**config.mk**
```make
export PLATFORM = sky130hd
export DESIGN_NAME = fir_decimate_requant
export DESIGN_NICKNAME = d
export VERILOG_FILES = /design/src/rtl/fir_decimate_requant.sv
export SDC_FILE = /design/constraint.sdc
export NUM_CORES = 1
export LEC_CHECK = 0
export CAP_MARGIN = 20
export CORE_MARGIN = 8
export CORE_UTILIZATION = 45
export CTS_CLUSTER_DIAMETER = 50
export DETAILED_ROUTE_END_ITERATION = 7
export PLACE_DENSITY_LB_ADDON = 0.3
export RECOVER_POWER = 25
export SLEW_MARGIN = 25
export SYNTH_ARGS = -nofsm -noshare
export SYNTH_HDL_FRONTEND = slang
export SYNTH_SLANG_ARGS = --single-unit
```
**constraint.sdc**
```tcl
create_clock -name clk -period 3.9 [get_ports clk]
set_input_delay 0.78 -clock clk [delete_from_list [all_inputs] [get_ports clk]]
set_output_delay 0.78 -clock clk [all_outputs]
set_load 0.01 [all_outputs]
```
**src/rtl/fir_decimate_requant.sv**
```systemverilog
// fir_decimate_requant
//
// Integrate-and-dump decimator behind the FIR filters. Every DECIM enabled
// input samples are summed, the sum is rounded (half toward +inf), shifted
// right by SHIFT, saturated to OUT_W bits and pushed into a small FIFO that
// feeds a valid/ready consumer.
//
// Ports:
//   clk                rising-edge clock
//   reset              asynchronous active-low reset
//   incoming_signal_y  signed full-precision FIR sample (IN_W)
//   sample_en          incoming_signal_y is valid this cycle
//   out_data           FIFO head (holds last popped value when empty)
//   out_valid          FIFO not empty
//   out_ready          consumer accepts out_data this cycle
//   fifo_level         FIFO occupancy
//   drop_count         results lost to a full FIFO, saturating
//   sat_flag           sticky: some result was clipped
module fir_decimate_requant #(
  parameter int IN_W       = 32,
  parameter int OUT_W      = 16,
  parameter int DECIM      = 4,
  parameter int SHIFT      = 2,
  parameter int FIFO_DEPTH = 4
) (
  input  logic                          clk,
  input  logic                          reset,
  input  logic signed [IN_W-1:0]        incoming_signal_y,
  input  logic                          sample_en,
  output logic signed [OUT_W-1:0]       out_data,
  output logic                          out_valid,
  input  logic                          out_ready,
  output logic [$clog2(FIFO_DEPTH):0]   fifo_level,
  output logic [15:0]                   drop_count,
  output logic                          sat_flag
);

  localparam int PH_W  = $clog2(DECIM);
  localparam int ACC_W = IN_W + PH_W;
  localparam int AW    = $clog2(FIFO_DEPTH);
  localparam int LW    = AW + 1;

  localparam logic [PH_W-1:0]      PH_LAST = PH_W'(DECIM - 1);
  localparam logic signed [ACC_W:0] RND    = (ACC_W+1)'(1) <<< (SHIFT - 1);
  localparam logic signed [OUT_W-1:0] OUT_MAX = {1'b0, {(OUT_W-1){1'b1}}};
  localparam logic signed [OUT_W-1:0] OUT_MIN = {1'b1, {(OUT_W-1){1'b0}}};

  // ---------------------------------------------------------------------------
  // Integrate and dump
  // ---------------------------------------------------------------------------
  logic [PH_W-1:0]         phase_q, phase_d;
  logic signed [ACC_W-1:0] acc_q, acc_d;
  logic signed [ACC_W-1:0] dump_sum_q, dump_sum_d;
  logic                    dump_v_q, dump_v_d;
  logic signed [ACC_W-1:0] x_ext;

  always_comb begin
    x_ext      = {{PH_W{incoming_signal_y[IN_W-1]}}, incoming_signal_y};
    phase_d    = phase_q;
    acc_d      = acc_q;
    dump_sum_d = dump_sum_q;
    dump_v_d   = 1'b0;
    if (sample_en) begin
      if (phase_q == '0) begin
        acc_d = x_ext;
      end else begin
        acc_d = acc_q + x_ext;
      end
      if (phase_q == PH_LAST) begin
        dump_sum_d = acc_q + x_ext;
        dump_v_d   = 1'b1;
        phase_d    = '0;
      end else begin
        phase_d = phase_q + PH_W'(1);
      end
    end
  end

  // ---------------------------------------------------------------------------
  // Round, shift, saturate
  // ---------------------------------------------------------------------------
  logic signed [ACC_W:0]   rnd_sum;
  logic signed [ACC_W:0]   r;
  logic                    sat_hi, sat_lo;
  logic signed [OUT_W-1:0] result;

  always_comb begin
    // One extra bit so adding the rounding constant can never wrap.
    rnd_sum = {dump_sum_q[ACC_W-1], dump_sum_q} + RND;
    r       = rnd_sum >>> SHIFT;
    // Value fits in OUT_W only if all bits from OUT_W-1 upward match the sign.
    sat_hi  = ~r[ACC_W] & (|r[ACC_W-1:OUT_W-1]);
    sat_lo  = r[ACC_W] & ~(&r[ACC_W-1:OUT_W-1]);
    if (sat_hi) begin
      result = OUT_MAX;
    end else if (sat_lo) begin
      result = OUT_MIN;
    end else begin
      result = r[OUT_W-1:0];
    end
  end

  // ---------------------------------------------------------------------------
  // Output FIFO
  // ---------------------------------------------------------------------------
  logic signed [OUT_W-1:0] mem_q [FIFO_DEPTH];
  logic signed [OUT_W-1:0] mem_d [FIFO_DEPTH];
  logic [AW-1:0]           wr_ptr_q, wr_ptr_d;
  logic [AW-1:0]           rd_ptr_q, rd_ptr_d;
  logic [AW-1:0]           rd_ptr_nxt;
  logic [LW-1:0]           level_q, level_d;
  logic signed [OUT_W-1:0] out_data_q, out_data_d;
  logic [15:0]             drop_q, drop_d;
  logic                    sat_q, sat_d;
  logic                    fifo_full, fifo_empty;
  logic                    push, pop, drop;

  always_comb begin
    fifo_full  = (level_q == LW'(FIFO_DEPTH));
    fifo_empty = (level_q == '0);
    pop        = ~fifo_empty & out_ready;
    // A full FIFO still takes the result when the head leaves in the same cycle.
    push       = dump_v_q & (~fifo_full | pop);
    drop       = dump_v_q & fifo_full & ~pop;
    rd_ptr_nxt = rd_ptr_q + AW'(1);

    mem_d      = mem_q;
    wr_ptr_d   = wr_ptr_q;
    rd_ptr_d   = rd_ptr_q;
    level_d    = level_q;
    out_data_d = out_data_q;
    drop_d     = drop_q;
    sat_d      = sat_q | (dump_v_q & (sat_hi | sat_lo));

    if (push) begin
      mem_d[wr_ptr_q] = result;
      wr_ptr_d        = wr_ptr_q + AW'(1);
    end
    if (pop) begin
      rd_ptr_d = rd_ptr_nxt;
    end

    case ({push, pop})
      2'b10:   level_d = level_q + LW'(1);
      2'b01:   level_d = level_q - LW'(1);
      default: level_d = level_q;
    endcase

    // out_data is a register tracking the head; when the FIFO drains it keeps
    // the value just popped instead of exposing a stale memory slot.
    if (pop) begin
      if (level_q > LW'(1)) begin
        out_data_d = mem_q[rd_ptr_nxt];
      end else if (push) begin
        out_data_d = result;
      end
    end else if (push && fifo_empty) begin
      out_data_d = result;
    end

    if (drop && (drop_q != 16'hFFFF)) begin
      drop_d = drop_q + 16'd1;
    end
  end

  // ---------------------------------------------------------------------------
  // State registers
  // ---------------------------------------------------------------------------
  always_ff @(posedge clk or negedge reset) begin
    if (!reset) begin
      phase_q    <= '0;
      acc_q      <= '0;
      dump_sum_q <= '0;
      dump_v_q   <= 1'b0;
      wr_ptr_q   <= '0;
      rd_ptr_q   <= '0;
      level_q    <= '0;
      out_data_q <= '0;
      drop_q     <= '0;
      sat_q      <= 1'b0;
      for (int i = 0; i < FIFO_DEPTH; i++) begin
        mem_q[i] <= '0;
      end
    end else begin
      phase_q    <= phase_d;
      acc_q      <= acc_d;
      dump_sum_q <= dump_sum_d;
      dump_v_q   <= dump_v_d;
      wr_ptr_q   <= wr_ptr_d;
      rd_ptr_q   <= rd_ptr_d;
      level_q    <= level_d;
      out_data_q <= out_data_d;
      drop_q     <= drop_d;
      sat_q      <= sat_d;
      for (int i = 0; i < FIFO_DEPTH; i++) begin
        mem_q[i] <= mem_d[i];
      end
    end
  end

  assign out_data   = out_data_q;
  assign out_valid  = (level_q != '0);
  assign fifo_level = level_q;
  assign drop_count = drop_q;
  assign sat_flag   = sat_q;

endmodule

```
==> impl_results.md <==
- Initial antenna violation count: 0
- Final Cycle Share: 92.5%
- Sequential Area: ~4400 um2
- Hpwl dp: 17000 um
- Multi-input gate area: 5790 um2
- Crit Reg-Reg Endpoint: mem_q[49]$_DFFE_PN0P_
- Endpoints failing hold: 0
- Synth-to-Final Area Change: 17.1%
- # DRC: 0
- Die H: roughly 170 um
- TritonCTS buffer count: 17
- Fin. max-slew vios: 117
- Worst Reg-to-Reg Cells: 9
- PwrDens: 810 nW/um2
- TritonCTS clock tree: yes
- Crit path DAT: a little under 4000 ps
- Worst-Margin Slew: 1930 ps
- Layout cells sized above 1: 16.8%
- Core area: about 23000 um2
- Ys Warns: 0
- Worst Skew: 15.4 ps
- Root Driver: clkbuf_16
- Gr ovfl total: 0
- Adder-Cell Fraction of Synth Area: ~5.8%
- DR vias/cell: between 5 and 6
- Largest family of logic cells by synthesized area: simple AND/OR/NAND/NOR gates
- Flip-flop and latch count after synthesis: ~170
- Hold_buf cts: 0
- Synth Flop Type: dfrtp_1
- Worst Hold Class: register to register
- Total Power: a little under 10000 uW
- Largest net degree at the start of global routing: 75
- Cell Area, Synth: between 10000 and 15000 um2
- Post-Syn Nets: 1119
- Via count: 7999
- Failing checks: capacitance limit, slew limit
- Post-Syn Instances: between 1000 and 1500
- WL final: between 20000 and 25000 um
- Cell Rows: between 50 and 60
- Setup crit end: acc_q[30]$_DFFE_PN0P_
- Setup TNS: 0 ps
- First-pass GRT wire length: a little over 40000 um
- Setup bufs post-CTS: 0
- Fillers: 2025
- Synth async-reset ratio: 100%
- H-tree Lvls: 4
- Skew-Pair Late Insertion Delay: between 400 and 500 ps
- Compound-Gate Fraction of Synth Area: between 10% and 20%
- Post-layout min period: between 3000 and 4000 ps
- Post-DR wirelength/cell: 17.0 um
- Count of different cell masters after synthesis: 74
- Crit. End Element: register
- Status: finished, violations left
- Mux contribution to synthesized area: 14.0%
- HP Start: sat_flag$_DFF_PN0_
- DR iter-0 viols: a little over 500
- CP max-delay cell: fa_1
- Worst-path clk slew: around 80 ps
- Worst Setup SP: incoming_signal_y[0]
- Unrepaired setup endpoints after global routing: no
- Worst IR Drop VDD: roughly 0.00040 V
- Syn avg cell area: a little over 10 um2
- Resize count post-CTS: 0
- Sequential area share after synthesis: 41.8%
- Cell chain of the critical path: clkdlybuf4s50_1 > ha_1 > fa_1 > a211oi_1 > nor2_1 > nand3_1 > a21oi_1 > o211ai_1 > a21oi_1 > o41ai_1 > buf_4 > nor4b_1 > or3_1
- Nets: 1200
- Clock Tree Buf Depth: 2
- Setup violators final: 0
- Synth Area in Simple Gates: ~15%
- Slew HR: -29.0%
- Crit-path max FO: 4
- WS Path Type: input port to register
- Slowest stage delay, CP: around 430 ps
- Leak Pwr: roughly 0.0053 uW
- Die X: between 150 and 200 um
- Drt first pass iters: 5
- Die ar.: between 20000 and 30000 um2
- Number of max-cap violations: 2
- Area share of xor/xnor cells in the synthesized design: under 10%
- GR Util All Layers: around 18%
- Dpl ws: -138 ps
- Final Worst Setup Slack: about 290 ps
- CP startpoint kind: input port
- Vias in the first global route: ~8100
- Port-buffer cells: slightly above 70
- RD Place Congestion: between 0.9 and 1
- Io pins: 73
- Fmax: around 280 MHz
- # diodes: 0
- Number of synthesized flops with an enable pin: 0
- Worst reg2reg setup slack: 670 ps
- Starting Density: between 40% and 50%
- Worst endpoint required time: 4280 ps
- Final ANT Viol Nets: 0
- FF-to-FF Start: dump_sum_q[5]$_DFFE_PN0P_
- Cell mode on critical path: a21oi_1
- CTS sink cnt: ~170
[routing by layer]
layer	part of all wire [%]	track usage [%]	vias to the layer above
met2	48	29.4	136
li1	-	-	3920
met3	3.5	3.04	16
met5	0	0	-
met1	48	23.7	3927
met4	0.88	4.50	0
[critical path, delay by kind of cell]
kind                       cells  cell delay [ps]
AOI/OAI and AO/OA              5             1320
buffers and inverters          2              610
and+or+nand+nor                4              600
adders and majority gates      2              670
[cells in the mapped netlist, types with 4 or more instances]
cell	n	area share (%)
dfrtp_1	174	42
nand2_1	115	4.1
a21oi_1	79	3.8
mux2_2	76	8.2
o21ai_0	74	3.6
nor2_1	63	2.3
ha_1	47	5.6
xnor2_1	47	4.0
nand3_1	31	1.5
clkbuf_1	30	1.1
a21o_1	27	1.9
inv_1	25	0.90
mux2i_1	23	2.2
xor2_1	21	1.8
mux4_2	16	3.5
and3_1	13	0.78
nand4_1	13	0.78
nor3_1	12	0.58
a21oi_2	10	0.84
nor4_1	9	0.54
buf_1	7	0.25
or3_1	6	0.36
a211oi_1	5	0.36
a31oi_1	5	0.30
and4_1	5	0.42
nand2b_1	5	0.30
nand3b_1	5	0.36
nor2b_1	5	0.30
o211ai_1	5	0.36
o21a_1	5	0.36
o21bai_1	5	0.36
a31o_2	4	0.34
and2_1	4	0.24
o22ai_1	4	0.24
[stage by stage]
step | instances | hold WS, ps | utilization [%] | area [um2]
3_3_place_gp | 1382 | 458 | 51.0 | 11600
5_1_grt | 1414 | 493 | 53.7 | 12200
3_5_place_dp | 1382 | 465 | 51.0 | 11600
6_report | 1414 | 478 | 53.7 | 12200
4_1_cts | 1414 | 387 | 53.8 | 12200
2_1_floorplan | 1035 | 445 | - | 10400
[registers in the layout, summed over array words and instances (netlist names)]
| register | cells |
|---|---|
| acc_q | 34 |
| drop_count | 16 |
| dump_sum_q | 33 |
| dump_v_q | 1 |
| fifo_level | 3 |
| mem_q | 64 |
| out_data | 16 |
| phase_q | 2 |
| rd_ptr_q | 2 |
| sat_flag | 1 |
| wr_ptr_q | 2 |
[power by group]
group,switching (uW),leakage [uW],internal (uW)
sequential,732,0.00215,2580
clock,886,0.000300,885
combinational,2440,0.00286,2360
total,4060,0.00531,5830
[logic make-up (layout without fill, tap and decap cells)]
family                     Yosys count  after routing
buffers and inverters               68            162
xor gates and xnor gates            68             68
adders and majority gates           48             48
AOI/OAI and AO/OA                  250            250
muxes                              116            116
and+or+nand+nor                    311            311
DFF                                174            174
[area by class of cell]
class	count	share of cell area [%]
Multi-Input combinational cell	793	47.5
Inverter	25	0.769
Clock inverter	15	1.72
Sequential cell	174	35.7
Clock buffer	17	3.49
Tap cell	285	2.92
Timing Repair Buffer	105	7.93
[worst min path at each step]
stage / to / slack (ps) / cells after the start
2_1_floorplan: mem_q[16]$_DFFE_PN0P_ / 440 / 2
3_3_place_gp: sat_flag$_DFF_PN0_ / 460 / 1
3_5_place_dp: sat_flag$_DFF_PN0_ / 460 / 1
4_1_cts: drop_count[5]$_DFFE_PN0P_ / 390 / 1
5_1_grt: sat_flag$_DFF_PN0_ / 490 / 1
6_report: sat_flag$_DFF_PN0_ / 480 / 1
[layout by cell type (no fill, tap or decap), drive strengths merged, types with 32 or more instances in the layout]
cell / count
ha: 47
o21ai: 77
a21oi: 89
dfrtp: 174
nand3: 32
xnor2: 47
mux2: 77
buf: 33
clkdlybuf4s50: 70
nor2: 63
nand2: 115
(Power assumes the default switching activity.)
